`src/rtl/sobel_hc_csr_pkg.sv`:
```
// Shared types for the Sobel host-control CSR block: a minimal CCI-P channel
// subset, MMIO register map, command codes and the DSM status line layout.
package sobel_hc_csr_pkg;

  typedef enum logic [3:0] {eREQ_WRLINE_I = 4'h0, eREQ_WRLINE_M = 4'h1} t_ccip_c1_req;
  typedef enum logic [3:0] {eRSP_WRLINE = 4'h0, eRSP_WRFENCE = 4'h4} t_ccip_c1_rsp;
  typedef enum logic [1:0] {eVC_VA = 2'b00, eVC_VL0 = 2'b01, eVC_VH0 = 2'b10, eVC_VH1 = 2'b11} t_ccip_vc;
  typedef enum logic [1:0] {eCL_LEN_1 = 2'b00, eCL_LEN_2 = 2'b01, eCL_LEN_4 = 2'b11} t_ccip_cl_len;

  typedef struct packed {
    logic [15:0] address;
    logic [1:0]  length;
    logic        rsvd;
    logic [8:0]  tid;
  } t_ccip_c0_req_mmio_hdr;

  typedef struct packed {
    t_ccip_c0_req_mmio_hdr hdr;
    logic [511:0]          data;
    logic                  rspValid;
    logic                  mmioRdValid;
    logic                  mmioWrValid;
  } t_if_ccip_c0_Rx;

  typedef struct packed {
    logic [1:0]   vc_used;
    logic         rsvd1;
    logic         hit_miss;
    logic         format;
    logic         rsvd0;
    logic [1:0]   cl_num;
    t_ccip_c1_rsp resp_type;
    logic [15:0]  mdata;
  } t_ccip_c1_rsp_mem_hdr;

  typedef struct packed {
    t_ccip_c1_rsp_mem_hdr hdr;
    logic                 rspValid;
  } t_if_ccip_c1_Rx;

  typedef struct packed {
    logic [5:0]   rsvd2;
    t_ccip_vc     vc_sel;
    logic         sop;
    logic         rsvd1;
    t_ccip_cl_len cl_len;
    t_ccip_c1_req req_type;
    logic [5:0]   rsvd0;
    logic [41:0]  address;
    logic [15:0]  mdata;
  } t_ccip_c1_req_mem_hdr;

  typedef struct packed {
    t_ccip_c1_req_mem_hdr hdr;
    logic [511:0]         data;
    logic                 valid;
  } t_if_ccip_c1_Tx;

  typedef logic [17:0] t_hc_addr;

  localparam t_hc_addr HC_DSM_BASE   = 18'h110;
  localparam t_hc_addr HC_CONTROL    = 18'h118;
  localparam t_hc_addr HC_BUF_ADDR0  = 18'h120;
  localparam t_hc_addr HC_BUF_SIZE0  = 18'h128;
  localparam t_hc_addr HC_BUF_STRIDE = 18'h010;

  localparam logic [31:0] HC_CONTROL_RESET = 32'h0;
  localparam logic [31:0] HC_CONTROL_INIT  = 32'h1;
  localparam logic [31:0] HC_CONTROL_START = 32'h3;
  localparam logic [31:0] HC_CONTROL_STOP  = 32'h7;

  localparam logic [15:0] DSM_MDATA = 16'h5D5D;

  typedef enum logic [2:0] {
    S_RESET    = 3'd0,
    S_IDLE     = 3'd1,
    S_RUN      = 3'd2,
    S_DSM_WR   = 3'd3,
    S_DSM_WAIT = 3'd4,
    S_DONE     = 3'd5
  } t_ctl_state;

  typedef struct packed {
    logic [447:0] pad1;
    logic [31:0]  cycles;
    logic [30:0]  pad0;
    logic         done;
  } t_dsm_status;

  function automatic logic hc_dsm_base_sel(input t_hc_addr a);
    return a == HC_DSM_BASE;
  endfunction

  function automatic logic hc_control_sel(input t_hc_addr a);
    return a == HC_CONTROL;
  endfunction

  function automatic logic hc_buf_addr_sel(input t_hc_addr a, input int i);
    return a == (HC_BUF_ADDR0 + HC_BUF_STRIDE * t_hc_addr'(i));
  endfunction

  function automatic logic hc_buf_size_sel(input t_hc_addr a, input int i);
    return a == (HC_BUF_SIZE0 + HC_BUF_STRIDE * t_hc_addr'(i));
  endfunction

endpackage

```
`src/rtl/sobel_hc_desc_regs.sv`:
```
// Buffer descriptor table (address and size per buffer); host writes are
// dropped while the protect input is high so a running job sees stable values.
module sobel_hc_desc_regs
  import sobel_hc_csr_pkg::*;
#(
  parameter int N_BUF = 2
) (
  input  logic                   clk,
  input  logic                   rst_n,
  input  logic                   wr_en,
  input  t_hc_addr               wr_addr,
  input  logic [63:0]            wr_data,
  input  logic                   wr_protect,
  output logic [N_BUF-1:0][63:0] buf_addr,
  output logic [N_BUF-1:0][31:0] buf_size
);

  logic [N_BUF-1:0][63:0] addr_r;
  logic [N_BUF-1:0][31:0] size_r;

  // descriptor storage
  always_ff @(posedge clk or negedge rst_n) begin
    if (!rst_n) begin
      addr_r <= '0;
      size_r <= '0;
    end else if (wr_en && !wr_protect) begin
      for (int i = 0; i < N_BUF; i++) begin
        if (hc_buf_addr_sel(wr_addr, i)) addr_r[i] <= wr_data;
        if (hc_buf_size_sel(wr_addr, i)) size_r[i] <= wr_data[31:0];
      end
    end
  end

  assign buf_addr = addr_r;
  assign buf_size = size_r;

endmodule

```
`src/rtl/sobel_hc_csr.sv`:
```
// MMIO control/status front end of the Sobel accelerator: register decode,
// lifecycle FSM and the completion status write to DSM.
module sobel_hc_csr
  import sobel_hc_csr_pkg::*;
#(
  parameter int N_BUF = 2,
  parameter int CNT_W = 32
) (
  input  logic                   clk,
  input  logic                   rst_n,
  input  t_if_ccip_c0_Rx         rx_mmio,
  input  t_if_ccip_c1_Rx         rx_c1,
  input  logic                   c1_alm_full,
  output t_if_ccip_c1_Tx         tx_c1,
  input  logic                   dp_done,
  output logic                   dp_rst,
  output logic                   dp_start,
  output logic [N_BUF-1:0][63:0] buf_addr,
  output logic [N_BUF-1:0][31:0] buf_size,
  output logic                   busy
);

  logic             mmio_wr_s;
  t_hc_addr         mmio_addr_s;
  logic             cmd_vld_s;
  logic [31:0]      cmd_s;
  logic             cmd_reset_s, cmd_init_s, cmd_start_s, cmd_stop_s;
  logic             wr_rsp_s;
  t_ctl_state       state_r, state_s;
  logic [63:0]      dsm_base_r;
  logic [CNT_W-1:0] cnt_r;
  logic             dp_rst_r, dp_start_r, busy_r, tx_valid_r;
  t_dsm_status      dsm_status_s;
  logic             unused_s;

  assign mmio_wr_s   = rx_mmio.mmioWrValid && (rx_mmio.hdr.address < 16'h0100);
  assign mmio_addr_s = {rx_mmio.hdr.address, 2'b00};
  assign cmd_vld_s   = mmio_wr_s && hc_control_sel(mmio_addr_s);
  assign cmd_s       = rx_mmio.data[31:0];
  assign cmd_reset_s = cmd_vld_s && (cmd_s == HC_CONTROL_RESET);
  assign cmd_init_s  = cmd_vld_s && (cmd_s == HC_CONTROL_INIT);
  assign cmd_start_s = cmd_vld_s && (cmd_s == HC_CONTROL_START);
  assign cmd_stop_s  = cmd_vld_s && (cmd_s == HC_CONTROL_STOP);
  assign wr_rsp_s    = rx_c1.rspValid && (rx_c1.hdr.resp_type == eRSP_WRLINE);
  assign unused_s    = ^{rx_mmio, rx_c1, dsm_base_r};

  // next-state: reset command beats stop, stop beats datapath completion
  always_comb begin
    state_s = state_r;
    case (state_r)
      S_RESET: begin
        if (cmd_init_s) state_s = S_IDLE;
        else            state_s = state_r;
      end
      S_IDLE: begin
        if (cmd_start_s)      state_s = S_RUN;
        else if (cmd_reset_s) state_s = S_RESET;
        else                  state_s = state_r;
      end
      S_RUN: begin
        if (cmd_reset_s)     state_s = S_RESET;
        else if (cmd_stop_s) state_s = S_IDLE;
        else if (dp_done)    state_s = S_DSM_WR;
        else                 state_s = state_r;
      end
      S_DSM_WR: begin
        if (cmd_reset_s)       state_s = S_RESET;
        else if (!c1_alm_full) state_s = S_DSM_WAIT;
        else                   state_s = state_r;
      end
      S_DSM_WAIT: begin
        if (cmd_reset_s)   state_s = S_RESET;
        else if (wr_rsp_s) state_s = S_DONE;
        else               state_s = state_r;
      end
      S_DONE: begin
        if (cmd_start_s)      state_s = S_RUN;
        else if (cmd_init_s)  state_s = S_IDLE;
        else if (cmd_reset_s) state_s = S_RESET;
        else                  state_s = state_r;
      end
      default: state_s = S_RESET;
    endcase
  end

  // state register and outputs derived from the upcoming state
  always_ff @(posedge clk or negedge rst_n) begin
    if (!rst_n) begin
      state_r    <= S_RESET;
      dp_rst_r   <= 1'b1;
      dp_start_r <= 1'b0;
      busy_r     <= 1'b0;
      tx_valid_r <= 1'b0;
    end else begin
      state_r    <= state_s;
      dp_rst_r   <= (state_s == S_RESET);
      dp_start_r <= (state_s == S_RUN) && (state_r != S_RUN);
      busy_r     <= (state_s == S_RUN) || (state_s == S_DSM_WR) || (state_s == S_DSM_WAIT);
      tx_valid_r <= (state_r == S_DSM_WR) && (state_s == S_DSM_WAIT);
    end
  end

  // run cycle counter: cleared on run entry, frozen once the run ends
  always_ff @(posedge clk or negedge rst_n) begin
    if (!rst_n) begin
      cnt_r <= '0;
    end else if ((state_s == S_RUN) && (state_r != S_RUN)) begin
      cnt_r <= '0;
    end else if ((state_r == S_RUN) && (cnt_r != {CNT_W{1'b1}})) begin
      cnt_r <= cnt_r + {{(CNT_W-1){1'b0}}, 1'b1};
    end
  end

  // DSM base register
  always_ff @(posedge clk or negedge rst_n) begin
    if (!rst_n) begin
      dsm_base_r <= 64'h0;
    end else if (mmio_wr_s && hc_dsm_base_sel(mmio_addr_s)) begin
      dsm_base_r <= rx_mmio.data[63:0];
    end
  end

  sobel_hc_desc_regs #(.N_BUF(N_BUF)) u_desc (
    .clk        (clk),
    .rst_n      (rst_n),
    .wr_en      (mmio_wr_s),
    .wr_addr    (mmio_addr_s),
    .wr_data    (rx_mmio.data[63:0]),
    .wr_protect (busy_r),
    .buf_addr   (buf_addr),
    .buf_size   (buf_size)
  );

  // DSM status line and request header, built from registered values only
  always_comb begin
    dsm_status_s        = '0;
    dsm_status_s.done   = 1'b1;
    dsm_status_s.cycles = 32'(cnt_r);
    tx_c1               = '0;
    tx_c1.hdr.req_type  = eREQ_WRLINE_I;
    tx_c1.hdr.vc_sel    = eVC_VA;
    tx_c1.hdr.sop       = 1'b1;
    tx_c1.hdr.cl_len    = eCL_LEN_1;
    tx_c1.hdr.mdata     = DSM_MDATA;
    tx_c1.hdr.address   = dsm_base_r[47:6];
    tx_c1.data          = dsm_status_s;
    tx_c1.valid         = tx_valid_r;
  end

  assign dp_rst   = dp_rst_r;
  assign dp_start = dp_start_r;
  assign busy     = busy_r;

endmodule
```
`config.mk`:
```
export PLATFORM = sky130hd
export DESIGN_NAME = sobel_hc_csr
export DESIGN_NICKNAME = d
export VERILOG_FILES = /design/src/rtl/sobel_hc_csr_pkg.sv /design/src/rtl/sobel_hc_desc_regs.sv /design/src/rtl/sobel_hc_csr.sv
export SDC_FILE = /design/constraint.sdc
export NUM_CORES = 1
export LEC_CHECK = 0
export ABC_AREA = 1
export BUFFER_PORTS_ARGS = -buffer_cell sky130_fd_sc_hd__buf_2
export CAP_MARGIN = 10
export CORE_AREA = 2 2 532 534
export CTS_BUF_LIST = sky130_fd_sc_hd__clkbuf_8
export CTS_CLUSTER_SIZE = 8
export DETAILED_ROUTE_END_ITERATION = 6
export DIE_AREA = 0 0 534 536
export GPL_ROUTABILITY_DRIVEN = 0
export SETUP_SLACK_MARGIN = 0.4
export SYNTH_ARGS = -nofsm -noshare
export SYNTH_HDL_FRONTEND = slang
export SYNTH_SLANG_ARGS = --single-unit
```
`constraint.sdc`:
```
create_clock -name clk -period 4.97 [get_ports clk]
set_input_delay 0.994 -clock clk [delete_from_list [all_inputs] [get_ports clk]]
set_output_delay 0.994 -clock clk [all_outputs]
set_load 0.01 [all_outputs]
```
==> impl_metrics.tcl <==
set metrics [dict create \
    crit_type "in2reg" \
    p_leak_nw 9.72 \
    setup-tns-final_ns 0 \
    clk_latency_ns 0.85 \
    peakVddDrop_v 0.000195 \
    hold_class "in2reg" \
    finalInstanceArea_um2 20700 \
    drv_slew 0 \
    hold_viol_final 0 \
    cts_resized 0 \
    layout.nets 2703 \
    grt_max_degree 74 \
    port_buffers 359 \
    min_period_ns 3.12 \
    synthesis.area_um2 15000 \
    firstDrtPassIters 4 \
    fin_crit_sh 0.627 \
    clock_sinks 273 \
    vias_per_cell 1.89 \
    ys_types 38 \
    core_area_um2 281000 \
    synthArstFlopShare 1.00 \
    clockBufferDepth 3 \
    dpl.hpwl_mm 56.4 \
    powerDensity_nw_per_um2 267 \
    ios 1364 \
    crit_path_cell_trace "buf_2 -> nor2_1 -> nand2_1 -> nor2_1 -> nand2_1 -> nor2_1 -> nand2_2 -> clkinv_1 -> nand3_1 -> nand2_2 -> buf_4 -> nor3_1" \
    yosysMostFrequentCell "buf_4" \
    grt_pass1_wl_mm 85.0 \
    cp-start-kind "input port" \
    slew_headroom 0.403 \
    ys_ff_latch 273 \
    drcViolationCount 0 \
    skew_ns 0.126 \
    die_h_um 536 \
    cts_buffers 54 \
    grt_pass1_vias 9554 \
    die-area_um2 286000 \
    synth_common_cells "520 x buf_4, 326 x nand2_1, 272 x dfrtp_1, 149 x o21ai_1, 113 x inv_1" \
    root_buffer "clkbuf_8" \
    num_rows 195 \
    drtIter0Drc 479 \
    synth.top_cell.area_share 0.454 \
    r2r_setup_slack_ns 2.80 \
    yosysSeqAreaShare 0.456 \
    vias 11200 \
    syn_inst 1749 \
    slowest_delay_ns 0.41 \
    fin_hold_ws_ns 0.423 \
    crit_path_end_kind "flop" \
    die_w_um 534 \
    dpl_cell_area_um2 19500 \
    yosysTopAreaCell "dfrtp_1" \
    synthTopCellsByArea "dfrtp_1 45%, buf_4 26%, nand2_1 8.2%, o21ai_1 5.0%, o21ai_0 3.1%" \
    antenna_found_initial 11 \
    ant_nets 0 \
    yosys_warnings 0 \
    synth_edf_count 0 \
    syn_to_final_growth_pct 38.4 \
    fin_util 0.0738 \
    syn_area_per_cell_um2 8.56 \
    routedWlPerCell_um 11.3 \
    cts_tree "done" \
    setup_viol 0 \
    rsz0062_at_grt "false" \
    post_cts_buffers 0 \
    wl_mm 66.8 \
    drive_above_1_share 0.221 \
    run_status "completed" \
    maxCapViolations 0 \
    n_fill_cell 33000 \
    cp_max_fo 31 \
    tightest_slew_ns 0.895 \
    fmax_mhz 321 \
    path_clk_slew_ns 0.07 \
    synth-main-ff-cell "dfrtp_1" \
    htreeDepth 2 \
    start_util 0.0533 \
    worst_ep_arrival_time_ns 3.67 \
    globalRoute.totalOverflow 0 \
    cp_common_cell "nor2_1" \
    slowest_stage "nand2_1" \
    grt.total_usage 0.0448 \
    cp.required_ns 5.53 \
]
==> power by group <==
part | switching (W) | leakage [nW] | internal, W
Sequential | 0.0000367 | 3.68 | 0.00226
Clock | 0.00116 | 0.682 | 0.00151
Combinational | 0.000480 | 5.36 | 0.0000944
==> routing by layer <==
metal  part of all wire  vias up  global-route usage
li1                   -     5245                   -
met1               0.38     5139              0.0482
met2               0.46      690              0.0724
met3               0.11       93              0.0205
met4              0.048        0              0.0255
met5                  0        -                   0
==> cell type report <==
| type | instances | area, µm² | share of cell area |
|---|---|---|---|
| Clock inverter | 30 | 315 | 0.0152 |
| Tap cell | 3743 | 4680 | 0.226 |
| Timing Repair Buffer | 376 | 1960 | 0.0946 |
| Clock buffer | 68 | 936 | 0.0451 |
| Antenna cell | 5 | 12.5 | 0.000604 |
| Sequential cell | 273 | 6830 | 0.330 |
| Inverter | 116 | 435 | 0.0210 |
| Multi-Input combinational cell | 1305 | 5550 | 0.268 |
==> per-stage QoR <==
| stage | power [W] | setup slack (ns) | instances |
|---|---|---|---|
| finish | 0.00554 | 1.85 | 5916 |
| global route | 0.00586 | 1.51 | 5914 |
| CTS | 0.00571 | 1.61 | 5911 |
| detailed placement | 0.00293 | 0.788 | 5812 |
| global placement | 0.00293 | 0.779 | 5812 |
| floorplan | 0.00293 | 2.67 | 2265 |
==> final timing paths <==
path	from	endpoint	cells after the start
worst max-delay path	rx_mmio[34]	cnt_r[23]	12
worst min-delay path	rx_mmio[45]	u_desc.buf_addr[106]	3
worst max register to register	state_r[1]	cnt_r[17]	6
worst min register to register	u_desc.buf_size[49]	u_desc.buf_size[49]	2
max in group asynchronous	rst_n	u_desc.buf_addr[89]	3
min in group asynchronous	rst_n	u_desc.buf_addr[95]	2
==> cells by family (layout without fill, tap and decap cells) <==
kind of cell	count (synthesis)	after routing	share of synthesized area
and+or+nand+nor	520	520	0.145
DFF	273	273	0.456
adders and majority gates	1	1	0.000835
xor gates and xnor gates	11	11	0.00643
buffers and inverters	687	590	0.306
AOI/OAI and AO/OA	255	255	0.0858
other	2	523	0.000501
==> worst max-delay path: cells and delay by family <==
kind / cells / cell delay (ns)
AND/OR/NAND/NOR: 9 / 2.09
buffers and inverters: 3 / 0.54
==> cell usage in the layout, fill, tap and decap left out, types with 2 or more instances in the layout <==
master,instances
nand3_2,2
inv_2,2
xnor2_1,2
o21ai_1,149
nand3_4,3
buf_2,358
a31oi_1,2
nor2_1,95
dfrtp_1,272
buf_4,14
xor2_1,9
nor4_1,2
nand4_1,12
nor2_2,2
inv_1,128
diode_2,5
nor3_1,25
nand2_2,4
nand3b_1,2
clkinv_2,3
bufinv_16,5
clkbuf_8,68
nor2_4,3
conb_1,518
o21ai_0,93
a21oi_1,8
buf_12,2
inv_12,2
nand2_1,326
nand3_1,38
clkinvlp_4,3
==> repair_timing <==
| action | in CTS | in global routing |
|---|---|---|
| setup endpoints to repair | 0 | 0 |
| hold endpoints to repair | 25 | 0 |
| hold buffers | 1 | 0 |
==> sequential cells by signal, indices dropped and copies added (netlist names) <==
signal	count
busy	1
u_desc.buf_addr	128
state_r	3
dp_rst	1
dsm_base_r	42
tx_valid_r	1
u_desc.buf_size	64
dp_start	1
cnt_r	32
No activity file was read; power rests on OpenSTA's default activity.
